[src/rtl/bp_pkg.sv]
// Shared types and constants for the global-history predictor checkpoint controller.
package bp_pkg;

  localparam int GHR_LENGTH_DEF = 8;

  localparam logic [1:0] CNT_SNT = 2'b00;
  localparam logic [1:0] CNT_WNT = 2'b01;
  localparam logic [1:0] CNT_WT  = 2'b11;
  localparam logic [1:0] CNT_ST  = 2'b10;

  localparam logic [1:0] PHT_INIT_VAL = CNT_WT;

  typedef enum logic [1:0] {
    INIT    = 2'd0,
    RUN     = 2'd1,
    RECOVER = 2'd2
  } state_t;

  // Checkpoint layout at the default GHR width; the controller packs entries in this order.
  typedef struct packed {
    logic [GHR_LENGTH_DEF-1:0] ghr;
    logic                      pred;
    logic [GHR_LENGTH_DEF-1:0] pc_idx;
  } ckpt_t;

endpackage

[src/rtl/bp_ghr_checkpoint_ctrl_fifo.sv]
// bp_ckpt_fifo: in-order checkpoint queue with push, pop and a clear that wins over both.
module bp_ckpt_fifo #(
  parameter int WIDTH = 17,
  parameter int DEPTH = 4
) (
  input  logic                     i_clk,
  input  logic                     i_rst,
  input  logic                     i_clr,
  input  logic                     i_push,
  input  logic [WIDTH-1:0]         i_din,
  input  logic                     i_pop,
  output logic [WIDTH-1:0]         o_head,
  output logic                     o_full,
  output logic                     o_empty,
  output logic [$clog2(DEPTH):0]   o_count
);

  localparam int AW = $clog2(DEPTH);

  logic [AW:0]      r_wptr;
  logic [AW:0]      r_rptr;
  logic [WIDTH-1:0] r_mem [DEPTH];
  logic             w_push_ok;
  logic             w_pop_ok;

  // A push into a full queue is only legal when the head leaves in the same cycle.
  assign w_push_ok = i_push && (!o_full || i_pop);
  assign w_pop_ok  = i_pop && !o_empty;

  always_ff @(posedge i_clk) begin
    if (i_rst || i_clr) begin
      r_wptr <= '0;
      r_rptr <= '0;
    end else begin
      if (w_push_ok) r_wptr <= r_wptr + 1'b1;
      if (w_pop_ok)  r_rptr <= r_rptr + 1'b1;
    end
  end

  always_ff @(posedge i_clk) begin
    if (w_push_ok && !i_clr && !i_rst) r_mem[r_wptr[AW-1:0]] <= i_din;
  end

  assign o_head  = r_mem[r_rptr[AW-1:0]];
  assign o_empty = (r_wptr == r_rptr);
  assign o_full  = (r_wptr[AW] != r_rptr[AW]) && (r_wptr[AW-1:0] == r_rptr[AW-1:0]);
  assign o_count = r_wptr - r_rptr;

endmodule

[src/rtl/bp_ghr_checkpoint_ctrl.sv]
// GHR checkpoint / PHT sequencing controller. Define BP_STATS_EN to add the
// saturating branch and mispredict counters.
//
// state   | meaning
// INIT    | PHT sweep, one weakly-taken write per cycle; no allocation
// RUN     | checkpoints pushed at decode, popped on resolve in M
// RECOVER | one cycle after a mispredict while wrong-path decode drains
module bp_ghr_checkpoint_ctrl
  import bp_pkg::*;
#(
  parameter int GHR_LENGTH = GHR_LENGTH_DEF,
  parameter int DEPTH      = 4
) (
  input  logic                  i_clk,
  input  logic                  i_rst,
  input  logic                  i_alloc_valid,
  input  logic [GHR_LENGTH-1:0] i_alloc_ghr,
  input  logic                  i_alloc_pred,
  input  logic [31:0]           i_alloc_pc,
  output logic                  o_alloc_ready,
  input  logic                  i_resolve_valid,
  input  logic                  i_resolve_taken,
  output logic                  o_restore_valid,
  output logic [GHR_LENGTH-1:0] o_restore_ghr,
  output logic                  o_flush_req,
  output logic                  o_pht_we,
  output logic                  o_pht_init,
  output logic [GHR_LENGTH-1:0] o_pht_idx,
  output logic                  o_pht_taken,
  input  logic                  i_inv_req,
  output logic                  o_init_busy,
`ifdef BP_STATS_EN
  output logic [31:0]           o_stat_branches,
  output logic [31:0]           o_stat_mispred,
`endif
  output logic                  o_protocol_err
);

  localparam int AW = $clog2(DEPTH);
  localparam int EW = 2 * GHR_LENGTH + 1;
  localparam logic [AW:0] OCC_FULL = (AW + 1)'(DEPTH);

  state_t                r_state;
  state_t                w_state_nxt;
  logic [GHR_LENGTH-1:0] r_sweep;
  logic [GHR_LENGTH-1:0] w_sweep_nxt;

  logic [EW-1:0]         w_din;
  logic [EW-1:0]         w_head;
  logic [GHR_LENGTH-1:0] w_head_ghr;
  logic                  w_head_pred;
  logic [GHR_LENGTH-1:0] w_head_pc;
  logic                  w_full;
  logic                  w_empty;
  logic [AW:0]           w_occ;
  logic [AW:0]           w_occ_nxt;

  logic                  w_push;
  logic                  w_pop;
  logic                  w_clr;
  logic                  w_mispred;
  logic                  w_pht_we;
  logic                  w_pht_init;
  logic [GHR_LENGTH-1:0] w_pht_idx;
  logic                  w_pht_taken;
  logic                  w_restore;
  logic [GHR_LENGTH-1:0] w_restore_ghr;
  logic                  w_perr;
  logic                  w_unused_pc;

  assign w_din       = {i_alloc_ghr, i_alloc_pred, i_alloc_pc[GHR_LENGTH+1:2]};
  assign w_head_ghr  = w_head[EW-1:GHR_LENGTH+1];
  assign w_head_pred = w_head[GHR_LENGTH];
  assign w_head_pc   = w_head[GHR_LENGTH-1:0];
  assign w_mispred   = (i_resolve_taken != w_head_pred);
  assign w_unused_pc = ^{i_alloc_pc[31:GHR_LENGTH+2], i_alloc_pc[1:0]};

  bp_ckpt_fifo #(
    .WIDTH (EW),
    .DEPTH (DEPTH)
  ) u_fifo (
    .i_clk   (i_clk),
    .i_rst   (i_rst),
    .i_clr   (w_clr),
    .i_push  (w_push),
    .i_din   (w_din),
    .i_pop   (w_pop),
    .o_head  (w_head),
    .o_full  (w_full),
    .o_empty (w_empty),
    .o_count (w_occ)
  );

  always_comb begin
    w_state_nxt   = r_state;
    w_sweep_nxt   = r_sweep;
    w_push        = 1'b0;
    w_pop         = 1'b0;
    w_clr         = 1'b0;
    w_pht_we      = 1'b0;
    w_pht_init    = 1'b0;
    w_pht_idx     = '0;
    w_pht_taken   = 1'b0;
    w_restore     = 1'b0;
    w_restore_ghr = '0;
    w_perr        = o_protocol_err;

    if (i_inv_req) begin
      w_state_nxt = INIT;
      w_sweep_nxt = '0;
      w_clr       = 1'b1;
    end else begin
      case (r_state)
        INIT: begin
          w_pht_we    = 1'b1;
          w_pht_init  = 1'b1;
          w_pht_idx   = r_sweep;
          w_sweep_nxt = r_sweep + 1'b1;
          if (r_sweep == '1) w_state_nxt = RUN;
        end
        RUN: begin
          if (i_resolve_valid) begin
            if (w_empty) begin
              w_perr = 1'b1;
            end else begin
              w_pop       = 1'b1;
              w_pht_we    = 1'b1;
              w_pht_idx   = w_head_ghr ^ w_head_pc;
              w_pht_taken = i_resolve_taken;
              if (w_mispred) begin
                w_restore     = 1'b1;
                w_restore_ghr = {w_head_ghr[GHR_LENGTH-2:0], i_resolve_taken};
                w_clr         = 1'b1;
                w_state_nxt   = RECOVER;
              end
            end
          end
          // Younger entries are wrong-path after a mispredict, so a same-cycle push dies too.
          w_push = i_alloc_valid && !w_clr && (!w_full || w_pop);
        end
        RECOVER: w_state_nxt = RUN;
        default: w_state_nxt = INIT;
      endcase
    end
  end

  always_comb begin
    if (w_clr) begin
      w_occ_nxt = '0;
    end else begin
      w_occ_nxt = w_occ + {{AW{1'b0}}, w_push} - {{AW{1'b0}}, w_pop};
    end
  end

  always_ff @(posedge i_clk) begin
    if (i_rst) begin
      r_state         <= INIT;
      r_sweep         <= '0;
      o_alloc_ready   <= 1'b0;
      o_restore_valid <= 1'b0;
      o_restore_ghr   <= '0;
      o_flush_req     <= 1'b0;
      o_pht_we        <= 1'b0;
      o_pht_init      <= 1'b0;
      o_pht_idx       <= '0;
      o_pht_taken     <= 1'b0;
      o_init_busy     <= 1'b1;
      o_protocol_err  <= 1'b0;
    end else begin
      r_state         <= w_state_nxt;
      r_sweep         <= w_sweep_nxt;
      o_alloc_ready   <= (w_state_nxt == RUN) && (w_occ_nxt != OCC_FULL);
      o_restore_valid <= w_restore;
      o_restore_ghr   <= w_restore_ghr;
      o_flush_req     <= w_restore;
      o_pht_we        <= w_pht_we;
      o_pht_init      <= w_pht_init;
      o_pht_idx       <= w_pht_idx;
      o_pht_taken     <= w_pht_taken;
      o_init_busy     <= (w_state_nxt == INIT);
      o_protocol_err  <= w_perr;
    end
  end

`ifdef BP_STATS_EN
  always_ff @(posedge i_clk) begin
    if (i_rst) begin
      o_stat_branches <= '0;
      o_stat_mispred  <= '0;
    end else begin
      if (w_pop && (o_stat_branches != '1)) o_stat_branches <= o_stat_branches + 32'd1;
      if (w_restore && (o_stat_mispred != '1)) o_stat_mispred <= o_stat_mispred + 32'd1;
    end
  end
`endif

endmodule

[config.mk]
export PLATFORM = sky130hd
export DESIGN_NAME = bp_ghr_checkpoint_ctrl
export DESIGN_NICKNAME = d
export VERILOG_FILES = /design/src/rtl/bp_pkg.sv /design/src/rtl/bp_ghr_checkpoint_ctrl_fifo.sv /design/src/rtl/bp_ghr_checkpoint_ctrl.sv
export SDC_FILE = /design/constraint.sdc
export NUM_CORES = 1
export LEC_CHECK = 0
export CAP_MARGIN = 20
export CORE_ASPECT_RATIO = 1.1
export CORE_MARGIN = 3
export CORE_UTILIZATION = 48
export DETAILED_ROUTE_END_ITERATION = 7
export HOLD_SLACK_MARGIN = 0.08
export PLACE_DENSITY_LB_ADDON = 0.12
export SLEW_MARGIN = 30
export SYNTH_ARGS = -nofsm -noshare
export SYNTH_HDL_FRONTEND = slang
export SYNTH_HIERARCHICAL = 1
export SYNTH_SLANG_ARGS = --single-unit
[constraint.sdc]
create_clock -name i_clk -period 3.1 [get_ports i_clk]
set_clock_uncertainty 0.1 [all_clocks]
set_input_delay 0.465 -clock i_clk [delete_from_list [all_inputs] [get_ports i_clk]]
set_output_delay 0.465 -clock i_clk [all_outputs]
set_load 0.005 [all_outputs]
==> results.md, run 1 <==
- Outcome: completed
- Final Util: 62.8%
- Post-synth EDFFs: 68
- Number of global-route vias before repair: 2529
- Yosys warns: 6
- Sw frac: 22.2%
- Core Region: 0.00863 mm^2
- Worst-margin pin slew: 0.700 ns
- Layout Nets: 414
- Overall Global Routing Usage: 15.8%
- Drt via density: 5.25
- Worst Path Max Fanout: 2
- Setup crit end: o_alloc_ready
- Sequential share of power: between 60% and 70%
- Max-Cap Viols: 0
- CTS max path bufs: 2
- Total CTS buffers: 9
- CP delay by family, top: adder cells
- Clock-pin slew on the worst setup and hold paths: 0.11 ns
- Initial antenna violation count: 0
- Internal power: 1.90 mW
- Die Width: 96.9 um
- Mapped Cells: 290
- DRT antenna net count: 0
- N_diodes: 0
- Count of input and output buffers: 46
- CTS tree: yes
- Synth area leaders: edfxtp_1 47%, dfxtp_1 19%, mux4_2 8.8%
- Total power: 2.44 mW
- Comb power frac: 2.7%
- Detailed placement HPWL: between 5000 and 6000 um
- GRT busiest layer: met2
- Synth Flop Type: edfxtp_1
- Startpoint type of the worst setup path: flop
- VDD IR max: approximately 0.00033 V
- Power per cell area: 450 mW/mm^2
- Final hold vios: 0
- Post-Syn Area: approximately 0.0044 mm^2
- Tcrit/Tclk final: a little over nine tenths
- Leak: approximately 1.9 nW
- Setup WS pre-CTS: -0.0277 ns
- Max Clk Rate: between 300 and 400 MHz
- WS Path Type: flop to flop
- Clock share of power: roughly a third
- Type of the tightest min-delay check: flop to flop
- Max-slew violation count: 0
- Total grt overflow: 0
- Wire per inst: 16.4 um
- Grt met3 use: under 10%
- CP required: 3.25 ns
- Post-synthesis area per instance: ~15 um^2
- Router iterations before antenna repair: 6
- Leading area contributor after synthesis: edfxtp_1
- Commonest non-fill, non-tap cell in the layout: edfxtp_1
- Synth Register Bits: roughly 110
- Psw: about 0.54 mW
- Seq/Total Area, Yosys: 65.7%
- Largest stage delay on the critical path: 0.58 ns
- GP Congestion: ~0.83
- Worst R2R Setup Slack: 0.08 ns
- Post-synthesis async set-or-reset flop share: 0%
- IO Pins: between 70 and 80
- GRT met1 Usage: approximately a fifth
- Most frequent cells in the layout: 68 x edfxtp_1, 46 x clkdlybuf4s50_1, 38 x dfxtp_1, 17 x buf_4, 17 x mux4_2
- Mapped Nets: 349
- # rows: 35
- Die Area: 0.0103 mm^2
- Area grow syn2layout: 24.3%
- Reg2Reg Capture Point: o_alloc_ready
- Share of layout cells above drive strength 1: 22.2%
- Root buffer cell: clkbuf_8
- Slew headroom: 53.1%
- Post-Route WL: 7710 um
- Die Y: 106 um
- Worst hold slack: roughly 0.40 ns
- First-pass GRT wire length: 12700 um
- Setup crit end kind: flop
- Worst path depth: 12
- Crit path buffers/inverters: 2
- Critical Path, Cell by Cell: mux4_2 -> xor2_4 -> nand2b_4 -> nand4_1 -> ha_1 -> inv_1 -> ha_1 -> inv_1 -> fa_2 -> xnor3_1 -> a2111oi_4 -> nor3_2
- Worst EP arrival: roughly 3.2 ns
- Worst-skew pair later-pin latency: 0.35 ns
- Clk sink count: 109
- Largest net degree at the start of global routing: 22
- Endpoints failing setup: 0
- Worst R2R Path Depth: 12
- Final worst slack: around 0.083 ns
- RSZ-0062 raised after global routing: yes
- Slowest CP cell: mux4_2
- Crit path time final: 3.02 ns
- Share of the synthesized area in the top cell type: 46.8%
- Worst hold path cell count: 2
- M2 GR Usage: 26.5%
- Drt drc: 0
- Initial drt markers: 133
- H-tree levels: 3
- Cts hold-fix bufs: 0
- Starting density of the core: 50.5%
- Via count: between 2000 and 2500
- Synth unique cells: 47
[cell type report]
| type | instances | area, um^2 |
|---|---|---|
| Fill cell | 685 | 3210 |
| Sequential cell | 109 | 2870 |
| Multi-Input combinational cell | 157 | 1500 |
| Timing Repair Buffer | 67 | 668 |
| Tap cell | 111 | 139 |
| Clock buffer | 9 | 124 |
| Clock inverter | 7 | 75.1 |
| Inverter | 11 | 43.8 |
[worst min-delay path by stage]
| stage | startpoint | to | slack [ns] |
|---|---|---|---|
| final | o_protocol_err | o_protocol_err | 0.40 |
| after global placement | o_protocol_err | o_protocol_err | 0.36 |
| after floorplan | o_protocol_err | o_protocol_err | 0.36 |
| after detailed placement | o_protocol_err | o_protocol_err | 0.37 |
| after CTS | o_protocol_err | o_protocol_err | 0.40 |
| after global routing | o_protocol_err | o_protocol_err | 0.43 |
[stage by stage]
stage               cell area, um^2  setup TNS (ns)  cells
floorplan                      4420               0    290
global placement               5120               0    453
detailed placement             5120         -0.0277    453
CTS                            5330               0    469
global route                   5420         -0.0616    471
finish                         5420               0    471
[layer usage]
layer / vias to the layer above / share of wire (%)
met5: - / 0
met4: 0 / 1.4
met3: 9 / 3.4
met2: 53 / 50
met1: 1205 / 45
li1: 1206 / -
[kinds of logic after synthesis]
kind of cell / share of synthesized area [%]
XOR/XNOR: 3.33
multiplexers: 10.2
AO/OA/AOI/OAI: 4.71
buffers and inverters: 2.55
AND/OR/NAND/NOR: 9.79
adder cells (fa/ha/maj): 3.79
flip-flops: 65.7
[cells in the mapped netlist, drive strengths merged, types with 3 or more instances]
library cell  instances
dfxtp                41
or4                   3
ha                   10
a22oi                 7
xnor2                 4
a21oi                 8
nand2                17
mux4                 17
nor2                 17
xor2                 10
o211ai                3
clkbuf                7
nand4                 3
buf                   6
mux2i                 6
and3                  7
or3                   5
and2                  8
inv                  11
edfxtp               68
[tightest hold or removal path, cell delays in order (launching register included)]
cell and delay [ns]:
dfxtp_1 0.35, a31oi_1 0.04, nor2_1 0.08
[timing repair]
item / CTS / global route
endpoints found under the setup margin: 1 / 1
setup buffers: 0 / 2
pin swaps: 0 / 4
resized for setup: 2 / 15
[flip-flops by register name (all words and copies together) (netlist names), named ones only]
register	cells
u_fifo/r_mem	68
o_pht_idx	8
o_restore_ghr	8
r_sweep	8
u_fifo/r_rptr	3
u_fifo/r_wptr	3
r_state	2
o_alloc_ready	1
o_flush_req	1
o_init_busy	1
o_pht_init	1
o_pht_taken	1
o_pht_we	1
o_protocol_err	1
[power by group through the flow]
stage,clock (mW),combinational (mW),sequential [mW]
detailed placement,0,0.0662,1.57
global placement,0,0.0648,1.57
floorplan,0,0.0159,1.57
finish,0.831,0.0669,1.54
global route,0.926,0.0741,1.54
CTS,0.861,0.0667,1.54
Note: power is estimated with default switching activity, not from simulation.
==> inputs of run 2 (changes only) <==
- CORE_UTILIZATION: 48 -> 50
- CTS_BUF_LIST: not set -> sky130_fd_sc_hd__clkbuf_2 sky130_fd_sc_hd__clkbuf_4 sky130_fd_sc_hd__clkbuf_8
- CTS_CLUSTER_DIAMETER: not set -> 40
- PLACE_DENSITY: not set -> 0.78
- PLACE_DENSITY_LB_ADDON: 0.12 -> not set
==> results.md, run 2 (synthesis gave the netlist of run 1 again) <==
- Critical R2R Launch: u_fifo/r_mem[0][8]
- Wire per inst: 16.4 um (about the same)
- Commonest non-fill, non-tap cell in the layout: edfxtp_1
- Starting density of the core: 51.6% (+1.0 points)
- CTS max path bufs: 2 (unchanged)
- CTS tree: yes
- Outcome: completed
- Total grt overflow: 0 (unchanged)
- Total CTS buffers: 9 (unchanged)
- Max-Cap Viols: 0 (unchanged)
- Initial antenna violation count: 0 (unchanged)
- Detailed placement HPWL: 5230 um (-1.1%)
- Endpoints failing setup: 0 (unchanged)
- Core Region: 0.00845 mm^2 (-2.0%)
- Power per cell area: 473 mW/mm^2 (+5.2%)
- Worst hold slack: 0.387 ns (-0.0132 ns)
- Worst-skew pair later-pin latency: 0.38 ns (+0.03 ns)
- Initial drt markers: 189 (+42%)
- Critical path origin: u_fifo/r_mem[0][8]
- Leak: 1.80 nW (-2.5%)
- Post-Route WL: 7600 um (-1.5%)
- # rows: 35 (unchanged)
- Worst EP arrival: 3.11 ns (-0.05 ns)
- Setup crit end: o_alloc_ready
- Worst-margin pin slew: 0.656 ns (-0.0440 ns)
- Most frequent cells in the layout: 68 x edfxtp_1, 46 x clkdlybuf4s50_1, 38 x dfxtp_1, 17 x mux4_2
- VDD IR max: 0.000425 V (+28%)
- Die Y: 104 um (-1.9%)
- IO Pins: 71 (unchanged)
- Worst R2R Path Depth: 12 (unchanged)
- N_diodes: 0 (unchanged)
- CP required: 3.26 ns (about the same)
- Via count: 2452 (-0.85%)
- Slew headroom: 56.1% (+2.9 points)
- Overall Global Routing Usage: 16.9% (+1.1 points)
- Count of input and output buffers: 46 (unchanged)
- Startpoint type of the worst setup path: flop
- Cts hold-fix bufs: 0 (unchanged)
- GP Congestion: 0.772 (-6.8%)
- Clock-pin slew on the worst setup and hold paths: 0.10 ns (about the same)
- Number of global-route vias before repair: 2514 (-0.59%)
- Die Area: 0.00988 mm^2 (-3.8%)
- H-tree levels: 3 (unchanged)
- Worst R2R Setup Slack: 0.15 ns (+0.07 ns)
- Router iterations before antenna repair: 4 (-2)
- Final hold vios: 0 (unchanged)
- Setup TNS: 0 ns (unchanged)
- Type of the tightest min-delay check: flop to flop
- Max-slew violation count: 0 (unchanged)
- Reg2Reg Capture Point: o_alloc_ready
- DRT antenna net count: 0 (unchanged)
- Drt drc: 0 (unchanged)
- Area grow syn2layout: 21.6%
- Share of layout cells above drive strength 1: 20.1% (-2.1 points)
- Max reg flops: 68 (unchanged)
- Die Width: 95.0 um (-1.9%)
- WS Path Type: flop to flop
- Crit path time final: 2.95 ns (-0.0695 ns)
- Root buffer cell: clkbuf_8
- RSZ-0062 raised after global routing: no
- Drt via density: 5.28 (+0.65%)
- Max Clk Rate: 339 MHz (+2.4%)
- Largest net degree at the start of global routing: 21 (-4.5%)
- Worst Path Max Fanout: 2 (unchanged)
- Layout Nets: 407 (-1.7%)
- Setup crit end kind: flop
- Tcrit/Tclk final: 95.1% (-2.2 points)
- Clk sink count: 109 (unchanged)
- First-pass GRT wire length: 12500 um (-1.3%)
-- run 2: repair_timing --
| item | in CTS | in global routing |
|---|---|---|
| buffers inserted | 0 | 1 |
| resized for setup | 0 | 12 |
| hold endpoints to repair | 0 | 0 |
| endpoints found under the setup margin | 0 | 38 |
-- run 2: how the worst min path moves through the flow --
| stage | start | endpoint | slack [ns] | cells after the start |
|---|---|---|---|---|
| floorplan | o_protocol_err | o_protocol_err | 0.36 | 2 |
| detailed placement | o_protocol_err | o_protocol_err | 0.37 | 2 |
| finish | o_protocol_err | o_protocol_err | 0.39 | 2 |
| global route | o_protocol_err | o_protocol_err | 0.42 | 2 |
| CTS | o_protocol_err | o_protocol_err | 0.39 | 2 |
| global placement | o_protocol_err | o_protocol_err | 0.35 | 2 |
-- run 2: area by class of cell --
type	count	area (um^2)
Clock buffer	9	124
Clock inverter	7	88.8
Fill cell	613	3150
Inverter	11	41.3
Multi-Input combinational cell	157	1480
Sequential cell	109	2870
Tap cell	111	139
Timing Repair Buffer	60	566
-- run 2: power breakdown --
part	leakage, nW	total [mW]	internal, mW	switching [mW]
Sequential	0.944	1.54	1.54	0.00191
Clock	0.106	0.900	0.395	0.505
Combinational	0.756	0.0683	0.0374	0.0309
Total	1.80	2.51	1.97	0.538
-- run 2: per-stage QoR --
step | std cells | utilization [%] | setup WS (ns) | cell area, um^2 | total power [mW]
detailed placement | 447 | 59.4 | 0.0147 | 5020 | 1.64
global placement | 447 | 59.4 | 0.0746 | 5020 | 1.64
global route | 464 | 62.7 | 0.00428 | 5300 | 2.59
finish | 464 | 62.7 | 0.152 | 5300 | 2.51
floorplan | 290 | - | 0.0354 | 4420 | 1.59
CTS | 463 | 62.0 | 0.0401 | 5240 | 2.53
-- run 2: critical path, cell delays in order, from the launching register on --
cell and delay [ns]:
edfxtp_1 0.39, mux4_2 0.54, xor2_4 0.19, nand2b_4 0.08
nand4_1 0.09, ha_1 0.28, inv_1 0.06, ha_1 0.13
inv_1 0.05, fa_2 0.33, xnor3_1 0.22, a2111oi_2 0.30
nor3_1 0.08
-- run 2: per-layer routing --
metal	track usage (%)	wire length [um]	up-vias
li1	-	-	1209
met1	21.9	3160	1166
met2	27.8	3920	68
met3	3.55	383	9
met4	6.60	133	0
met5	0	0	-
